$ cat src/rtl/reg_share_arbiter_pkg.sv
// Shared definitions for the register-sharing arbiter.
//   state_e    : FSM states of the arbiter (IDLE, GRANT, HOLD)
//   HOLD_CNT_W : width of the post-write lock-out down-counter (HOLD_CYCLES <= 15)
//   idx_w()    : width of a requester index for a given requester count
package reg_share_arbiter_pkg;

  typedef enum logic [1:0] {
    IDLE  = 2'd0,
    GRANT = 2'd1,
    HOLD  = 2'd2
  } state_e;

  localparam int HOLD_CNT_W = 4;

  function automatic int idx_w(input int n);
    return (n > 1) ? $clog2(n) : 1;
  endfunction

endpackage

$ cat src/rtl/rr_arbiter.sv
// Combinational round-robin selector.
//   req     : request vector, one bit per requester
//   ptr     : index where the search starts (wraps modulo N_REQ)
//   winner  : first requester with its bit set at or after ptr
//   any_req : high when at least one request bit is set
module rr_arbiter
  import reg_share_arbiter_pkg::*;
#(
  parameter int N_REQ = 4,
  parameter int IDX_W = idx_w(N_REQ)
) (
  input  logic [N_REQ-1:0] req,
  input  logic [IDX_W-1:0] ptr,
  output logic [IDX_W-1:0] winner,
  output logic             any_req
);

  logic [IDX_W-1:0] idx;

  // Scan N_REQ positions starting at ptr; the first hit is kept because
  // any_req masks every later candidate.
  always_comb begin
    winner  = '0;
    any_req = 1'b0;
    idx     = '0;
    for (int k = 0; k < N_REQ; k++) begin
      idx = IDX_W'((int'(ptr) + k) % N_REQ);
      if (!any_req && req[idx]) begin
        winner  = idx;
        any_req = 1'b1;
      end
    end
  end

endmodule

$ cat src/rtl/reg_share_arbiter.sv
// Shares one WIDTH-bit register between N_REQ writers using round-robin
// arbitration, with a HOLD_CYCLES lock-out after every write.
//   clk_i        : clock, rising edge
//   rst_i        : asynchronous active-high reset
//   req_valid_i  : per-requester write request
//   req_data_i   : per-requester write data
//   req_ready_o  : per-requester accept (at most one bit high, only in GRANT)
//   data_o       : shared register contents
//   owner_o      : index of the last successful writer
//   data_valid_o : high once any write has completed since reset
//   busy_o       : high whenever the FSM is not IDLE
module reg_share_arbiter
  import reg_share_arbiter_pkg::*;
#(
  parameter int N_REQ       = 4,
  parameter int WIDTH       = 8,
  parameter int HOLD_CYCLES = 2
) (
  input  logic                        clk_i,
  input  logic                        rst_i,
  input  logic [N_REQ-1:0]            req_valid_i,
  input  logic [N_REQ-1:0][WIDTH-1:0] req_data_i,
  output logic [N_REQ-1:0]            req_ready_o,
  output logic [WIDTH-1:0]            data_o,
  output logic [idx_w(N_REQ)-1:0]     owner_o,
  output logic                        data_valid_o,
  output logic                        busy_o
);

  localparam int IDX_W = idx_w(N_REQ);
  localparam logic [HOLD_CNT_W-1:0] HOLD_LOAD = HOLD_CNT_W'(HOLD_CYCLES);

  state_e                  state;
  state_e                  nxt;
  logic [IDX_W-1:0]        rr_ptr;
  logic [IDX_W-1:0]        winner_q;
  logic [IDX_W-1:0]        arb_winner;
  logic                    arb_any;
  logic [HOLD_CNT_W-1:0]   hold_cnt;
  logic                    xfer;
  logic [N_REQ-1:0]        ready;

  rr_arbiter #(
    .N_REQ (N_REQ),
    .IDX_W (IDX_W)
  ) u_rr (
    .req     (req_valid_i),
    .ptr     (rr_ptr),
    .winner  (arb_winner),
    .any_req (arb_any)
  );

  // State register
  always_ff @(posedge clk_i or posedge rst_i) begin
    if (rst_i) begin
      state <= IDLE;
    end else begin
      state <= nxt;
    end
  end

  // Next state and handshake. Only the latched winner may see ready, and
  // only while it is still requesting; a withdrawn request falls back to IDLE.
  always_comb begin
    nxt   = state;
    ready = '0;
    xfer  = 1'b0;
    case (state)
      IDLE: begin
        if (arb_any) begin
          nxt = GRANT;
        end
      end
      GRANT: begin
        ready[winner_q] = req_valid_i[winner_q];
        if (req_valid_i[winner_q]) begin
          xfer = 1'b1;
          nxt  = (HOLD_CYCLES > 0) ? HOLD : IDLE;
        end else begin
          nxt = IDLE;
        end
      end
      HOLD: begin
        if (hold_cnt <= HOLD_CNT_W'(1)) begin
          nxt = IDLE;
        end
      end
      default: nxt = IDLE;
    endcase
  end

  assign req_ready_o = ready;
  assign busy_o      = (state != IDLE);

  // Winner latch, pointer and lock-out counter. The counter is loaded on the
  // GRANT->HOLD transition and HOLD leaves when it would reach zero, so HOLD
  // spans exactly HOLD_CYCLES cycles.
  always_ff @(posedge clk_i or posedge rst_i) begin
    if (rst_i) begin
      winner_q <= '0;
      rr_ptr   <= '0;
      hold_cnt <= '0;
    end else begin
      if (state == IDLE && arb_any) begin
        winner_q <= arb_winner;
      end
      if (xfer) begin
        rr_ptr <= (winner_q == IDX_W'(N_REQ - 1)) ? '0 : winner_q + 1'b1;
      end
      if (state == GRANT && nxt == HOLD) begin
        hold_cnt <= HOLD_LOAD;
      end else if (state == HOLD && hold_cnt != '0) begin
        hold_cnt <= hold_cnt - 1'b1;
      end
    end
  end

  // Shared register: only a completed handshake updates it, so a reset in
  // GRANT or HOLD can never leave a partial write behind.
  always_ff @(posedge clk_i or posedge rst_i) begin
    if (rst_i) begin
      data_o       <= '0;
      owner_o      <= '0;
      data_valid_o <= 1'b0;
    end else if (xfer) begin
      data_o       <= req_data_i[winner_q];
      owner_o      <= winner_q;
      data_valid_o <= 1'b1;
    end
  end

endmodule
$ cat config.mk
export PLATFORM = sky130hd
export DESIGN_NAME = reg_share_arbiter
export DESIGN_NICKNAME = d
export VERILOG_FILES = /design/src/rtl/reg_share_arbiter_pkg.sv /design/src/rtl/rr_arbiter.sv /design/src/rtl/reg_share_arbiter.sv
export SDC_FILE = /design/constraint.sdc
export NUM_CORES = 1
export LEC_CHECK = 0
export BUFFER_PORTS_ARGS = -buffer_cell sky130_fd_sc_hd__buf_2
export CAP_MARGIN = 10
export CORE_MARGIN = 2
export CORE_UTILIZATION = 45
export CTS_BUF_LIST = sky130_fd_sc_hd__clkbuf_8
export DETAILED_ROUTE_END_ITERATION = 12
export PLACE_DENSITY = 0.81
export REMOVE_ABC_BUFFERS = 1
export SYNTH_ARGS = -nofsm -noshare
export SYNTH_HDL_FRONTEND = slang
export SYNTH_SLANG_ARGS = --single-unit
$ cat constraint.sdc
create_clock -name clk_i -period 1.99 [get_ports clk_i]
set_input_delay 0.398 -clock clk_i [delete_from_list [all_inputs] [get_ports clk_i]]
set_output_delay 0.398 -clock clk_i [all_outputs]
set_load 0.01 [all_outputs]
Word level (Yosys, flattened, before mapping)
Index checks and enable logic that the tools add are counted.

operators by class
  order comparisons = 7
  mux-type cells = 32
  bitwise gates (word level) = 1
  add/subtract/negate cells = 5
  eq/ne operators = 4
  reduce and logical (&&, ||, !) cells = 14

operator list
  cell                                                                              count
  8-bit binary-select mux with 2-bit select                                         1
  2-bit two-way mux                                                                 8
  2-bit by 3-bit less-than comparator with 1-bit output, second input constant      5
  1-bit two-way mux                                                                 12
  4-bit two-way mux                                                                 3
  1-bit binary-select mux with 2-bit select                                         5
  8-bit two-way mux                                                                 1
  1-bit logical AND                                                                 7
  2-bit == test, second input constant                                              3
  2-bit one-hot mux with 3 select lines                                             1
  2-bit by 1-bit adder with 2-bit output, second input constant                     2
  2-bit adder, second input constant                                                2
  4-bit AND                                                                         1
  4-bit by 1-bit less-or-equal comparator with 1-bit output, second input constant  1
  2-bit nonzero test                                                                2
  4-bit nonzero test                                                                1
  4-bit by 1-bit subtractor with 4-bit output, second input constant                1
  1-bit logical NOT                                                                 3
  1-bit demux with 2-bit select                                                     1
  2-bit by 1-bit == test with 1-bit output, second input constant                   1
  2-bit by 1-bit >= comparator with 1-bit output, second input constant             1
  2-bit logical NOT                                                                 1

storage, ports and cells
  input bits = 38
  logic and storage cells = 70
  output and inout bits = 16
  register bits = 21

Depth between registers and ports, before layout
  word-level depth = 17
  gate-level depth with buffers = 6
  mapped depth without buffers = 5

Cells and area by module
Synthesis repeated with hierarchy kept, for this count alone.

second synthesis, totals
  cell total of the unflattened synthesis = 109
  area, all modules = 1350.0 µm²

by module, submodules not included
  module             instances  area an instance (µm²)  seq. area each (µm²)  cells each
  reg_share_arbiter  1          1272.5                  525.5                 94
  rr_arbiter         1          77.6                    0.0                   15

Worst setup path before layout
No wires, ideal clock.

  kind = register to output
  from = reg winner_q[0]
  to = out req_ready_o[0]
  buffers on the path = 2
  path slack = 0.260 ns
  arrival = 1.332 ns
  data required time = 1.592 ns
  cell stages (with the launch flop) = 7
  path through = dfrtp_1 > buf_6 > mux2i_1 > nor3_1 > or2_1 > buf_4 > and2_1

between the ends
  cells in the longest elaborated chain, start to end = 6
  elaborated cells between the ends (all ways) = 9
  those cells by class = order compare: 2; mux: 5; bitwise: 1; reduce/logical: 1

ends and longest elaborated chain
  element                                                                                                                                               RTL line                  text
  from (decl)                                                                                                                                           reg_share_arbiter.sv:36   logic [IDX_W-1:0] winner_q;
  from (signal assigned)                                                                                                                                reg_share_arbiter.sv:105  winner_q <= arb_winner;
  2-bit by 3-bit less-than comparator with 1-bit output (implied by the code) / 2-bit by 1-bit >= comparator with 1-bit output (equally long branches)  reg_share_arbiter.sv:75   ready[winner_q] = req_valid_i[winner_q];
  1-bit logical AND (implied by the code)                                                                                                               reg_share_arbiter.sv:75
  1-bit two-way mux (implied by the code)                                                                                                               reg_share_arbiter.sv:75
  1-bit demux with 2-bit select                                                                                                                         reg_share_arbiter.sv:75
  4-bit AND (no source line) *                                                                                                                          n/a
  4-bit two-way mux *                                                                                                                                   reg_share_arbiter.sv:68   case (state)
  to (decl)                                                                                                                                             reg_share_arbiter.sv:23   output logic [N_REQ-1:0] req_ready_o,

Every way passes the cells marked *; elsewhere a longest branch is shown, timed or not. The select of a mux whose other input is x is not followed.

Worst setup path in the final report
  from = reg winner_q[0]
  to = out req_ready_o[3]

Same word-level chain as after synthesis.

==> summary.txt <==
WL final -> 3010 um
Area grow syn2layout -> 31.0%
Antenna violations before repair -> 0
Die Y-Extent -> 58.0 um
Placed Area -> 1620 sq um
Adder-cell share of the synthesized area -> 6.69%
First-pass GRT wire length -> 4710 um
Worst setup EP type -> output pin
FP Rows -> 19
Input/output buffers -> 53
Tcrit/Tclk final -> 98.9%
Via Count -> 1043
Post-synth EDFFs -> 0
Clock root buffer -> clkbuf_8
Critical path startpoint category -> flip-flop
Crit-path slowest cell -> dfrtp_1
1st-pass router iterations -> 4
P_leak -> 0.869 nW
DR WL/cell -> 15.3 um
Combinational share of power -> 56.7%
CTS tree -> yes
Switching part of the total power -> 36.2%
Grt ovf -> 0
Post-synthesis mux area share -> 28.7%
Area share of the largest cell type after synthesis -> 40.1%
#FFs+latches synth -> 21
Worst-case clock buffer depth -> 2
IO Pins -> 54
Arr. time, crit path -> 1.57 ns
Top-count cell post-synth -> dfrtp_1
TritonCTS buffer count -> 3
Asr flop ratio synth -> 100%
Worst endpoint required time -> 1.59 ns
RSZ-0062 raised after global routing -> true
P_sw -> 877 uW
CTS clk-pin slew, worst paths -> 0.08 ns
CP Cell Sequence -> mux2i_1 -> nor3_2 -> or2_4 -> and2_4 -> buf_6
DRT iter0 DRCs -> 17
Seq pwr share -> 32.0%
Compound-Gate Fraction of Synth Area -> 8.50%
Post-Synth XOR/XNOR Area -> 0.669%
Max stage delay on crit path -> 0.42 ns
Ratio of cells with drive above 1 in the final layout -> 55.4%
CTS sink cnt -> 21
Minimum clock period -> 1.97 ns
Vias in the first global route -> 1051
Worst min path class -> in2async
FMAX -> 0.508 GHz
Setup WS pre-CTS -> 0.124 ns
Largest fanout on the critical path -> 8
Final GP Congestion -> 0.837
Total of max-cap violations -> 0
Final setup fails -> 0
Yosys warnings -> 0
Largest family of logic cells by synthesized area -> multiplexers
Largest net degree at the start of global routing -> 22
Hold buffers post-CTS -> 0
Worst skew pair latency -> 0.26 ns
Syn Inst Count -> 107
Power density cells -> 1410 nW/um^2
Setup CP Type -> reg2out
Worst Skew -> 0.00385 ns
Synthesized area per cell -> 12.2 sq um
Core area -> 2760 sq um
Final instance area -> 1720 sq um
ANT nets after route -> 0
Final nets -> 212
Area leader, netlist -> dfrtp_1
Final hold vios -> 0
Initial Util -> 47.5%
IR drop worst, VDD -> 0.00121 V
Seq/Total Area, Yosys -> 40.1%
Chip width -> 58.0 um
Cell Area, Synth -> 1310 sq um
Internal power -> 1.55 mW
Clock power share -> 11.2%
Most common library cells after synthesis -> 21 x dfrtp_1, 11 x mux2_4, 10 x inv_1
Top FF cell, synth -> dfrtp_1
Status -> finished, final reports clean
Slew margin rel. -> 77.7%
Die ar. -> 3360 sq um
Yosys cell types -> 29
Synth top area cells -> dfrtp_1 40%, mux4_2 14%, mux2_4 13%, ha_1 6.7%, inv_1 2.9%
WP buf/inv -> 1
DRC errors left -> 0
Fin worst setup slack -> 0.0217 ns
Total Routing Usage GR -> 18.4%
Worst-Margin Slew -> 0.332 ns
Avg Vias per Cell -> 5.29
H-Tree Depth -> 1
Synth Area in Simple Gates -> 9.26%
CP delay by family, top -> simple AND/OR/NAND/NOR gates
DP HPWL -> 2290 um
Slew Limit Fails -> 0
Hold_ws -> 0.160 ns
Antenna cells -> 0
## cells by family (layout without fill, tap and decap cells)
logic type,after synthesis,count (layout)
buffers and inverters,15,74
AO/OA/AOI/OAI,17,17
multiplexers,22,22
AND/OR/NAND/NOR,24,24
adder cells (fa/ha/maj),7,7
XOR/XNOR,1,1
flip-flops,21,21
## cell usage in the layout (no fill, tap or decap), types with 3 or more instances in the layout
cell	synthesis	final
clkbuf_8	0	3
a21oi_1	5	5
mux2_4	11	11
inv_1	10	11
nand2_1	3	3
buf_2	1	49
buf_4	1	7
ha_1	7	7
nor2_1	7	7
dfrtp_1	21	21
and2_4	0	4
buf_6	2	4
mux4_2	8	8
mux2i_1	3	3
## final timing paths
path	startpoint	end	slack, ns	depth (start not counted)
setup / recovery	winner_q[0]$_DFFE_PP0P_	req_ready_o[3]	0.02	5
setup reg to reg	winner_q[0]$_DFFE_PP0P_	data_o[0]$_DFFE_PP0P_	0.32	5
hold / removal	rst_i	data_o[2]$_DFFE_PP0P_	0.16	3
max in group asynchronous	rst_i	data_valid_o$_DFFE_PP0P_	1.62	3
hold reg to reg	data_valid_o$_DFFE_PP0P_	data_valid_o$_DFFE_PP0P_	0.47	1
min in group clk_i	data_valid_o$_DFFE_PP0P_	data_valid_o$_DFFE_PP0P_	0.47	1
## tightest hold or removal path: cells and delay by family
kind	cells	cell delay [ns]
buffers and inverters	3	0.41
## through the flow
step,power [mW],utilization (%),std cells,setup TNS [ns]
4_1_cts,2.38,60.5,196,0
5_1_grt,2.60,62.3,197,-0.163
2_1_floorplan,1.68,-,102,-3.64
3_3_place_gp,2.03,58.6,192,0
3_5_place_dp,2.08,58.6,192,0
6_report,2.42,62.3,197,0
## sequential cells by signal (all words and copies together) (netlist names)
name,count
winner_q,2
state,2
data_valid_o,1
owner_o,2
hold_cnt,4
data_o,8
rr_ptr,2
## repair_timing
item | 4_1_cts | 5_1_grt
pin swaps | 0 | 6
buffers inserted | 0 | 1
gates resized for setup | 2 | 9
setup endpoints to repair | 4 | 4
## per-layer routing
metal / GRT usage, % / share of wire, % / up-vias
met1: 22.7 / 38 / 520
met4: 2.99 / 0.77 / 0
met5: 0 / 0 / -
met3: 3.57 / 3.7 / 2
li1: - / - / 496
met2: 33.8 / 57 / 25
## layout make-up
cell class / count / area (sq um)
clock inverters: 1 / 3.75
inverters: 10 / 37.5
fillers: 229 / 1040
flip-flops and latches: 21 / 526
well taps: 31 / 38.8
clock buffers: 3 / 41.3
repair buffers: 60 / 343
multi-input cells: 71 / 727
## power groups by stage
stage / Sequential, mW / Clock (mW) / Combinational (mW)
final: 0.777 / 0.272 / 1.37
after floorplan: 0.867 / 0 / 0.814
after detailed placement: 0.779 / 0 / 1.30
after global routing: 0.804 / 0.294 / 1.51
after CTS: 0.772 / 0.282 / 1.32
after global placement: 0.766 / 0 / 1.27
Power figures use the tool's default switching activity.
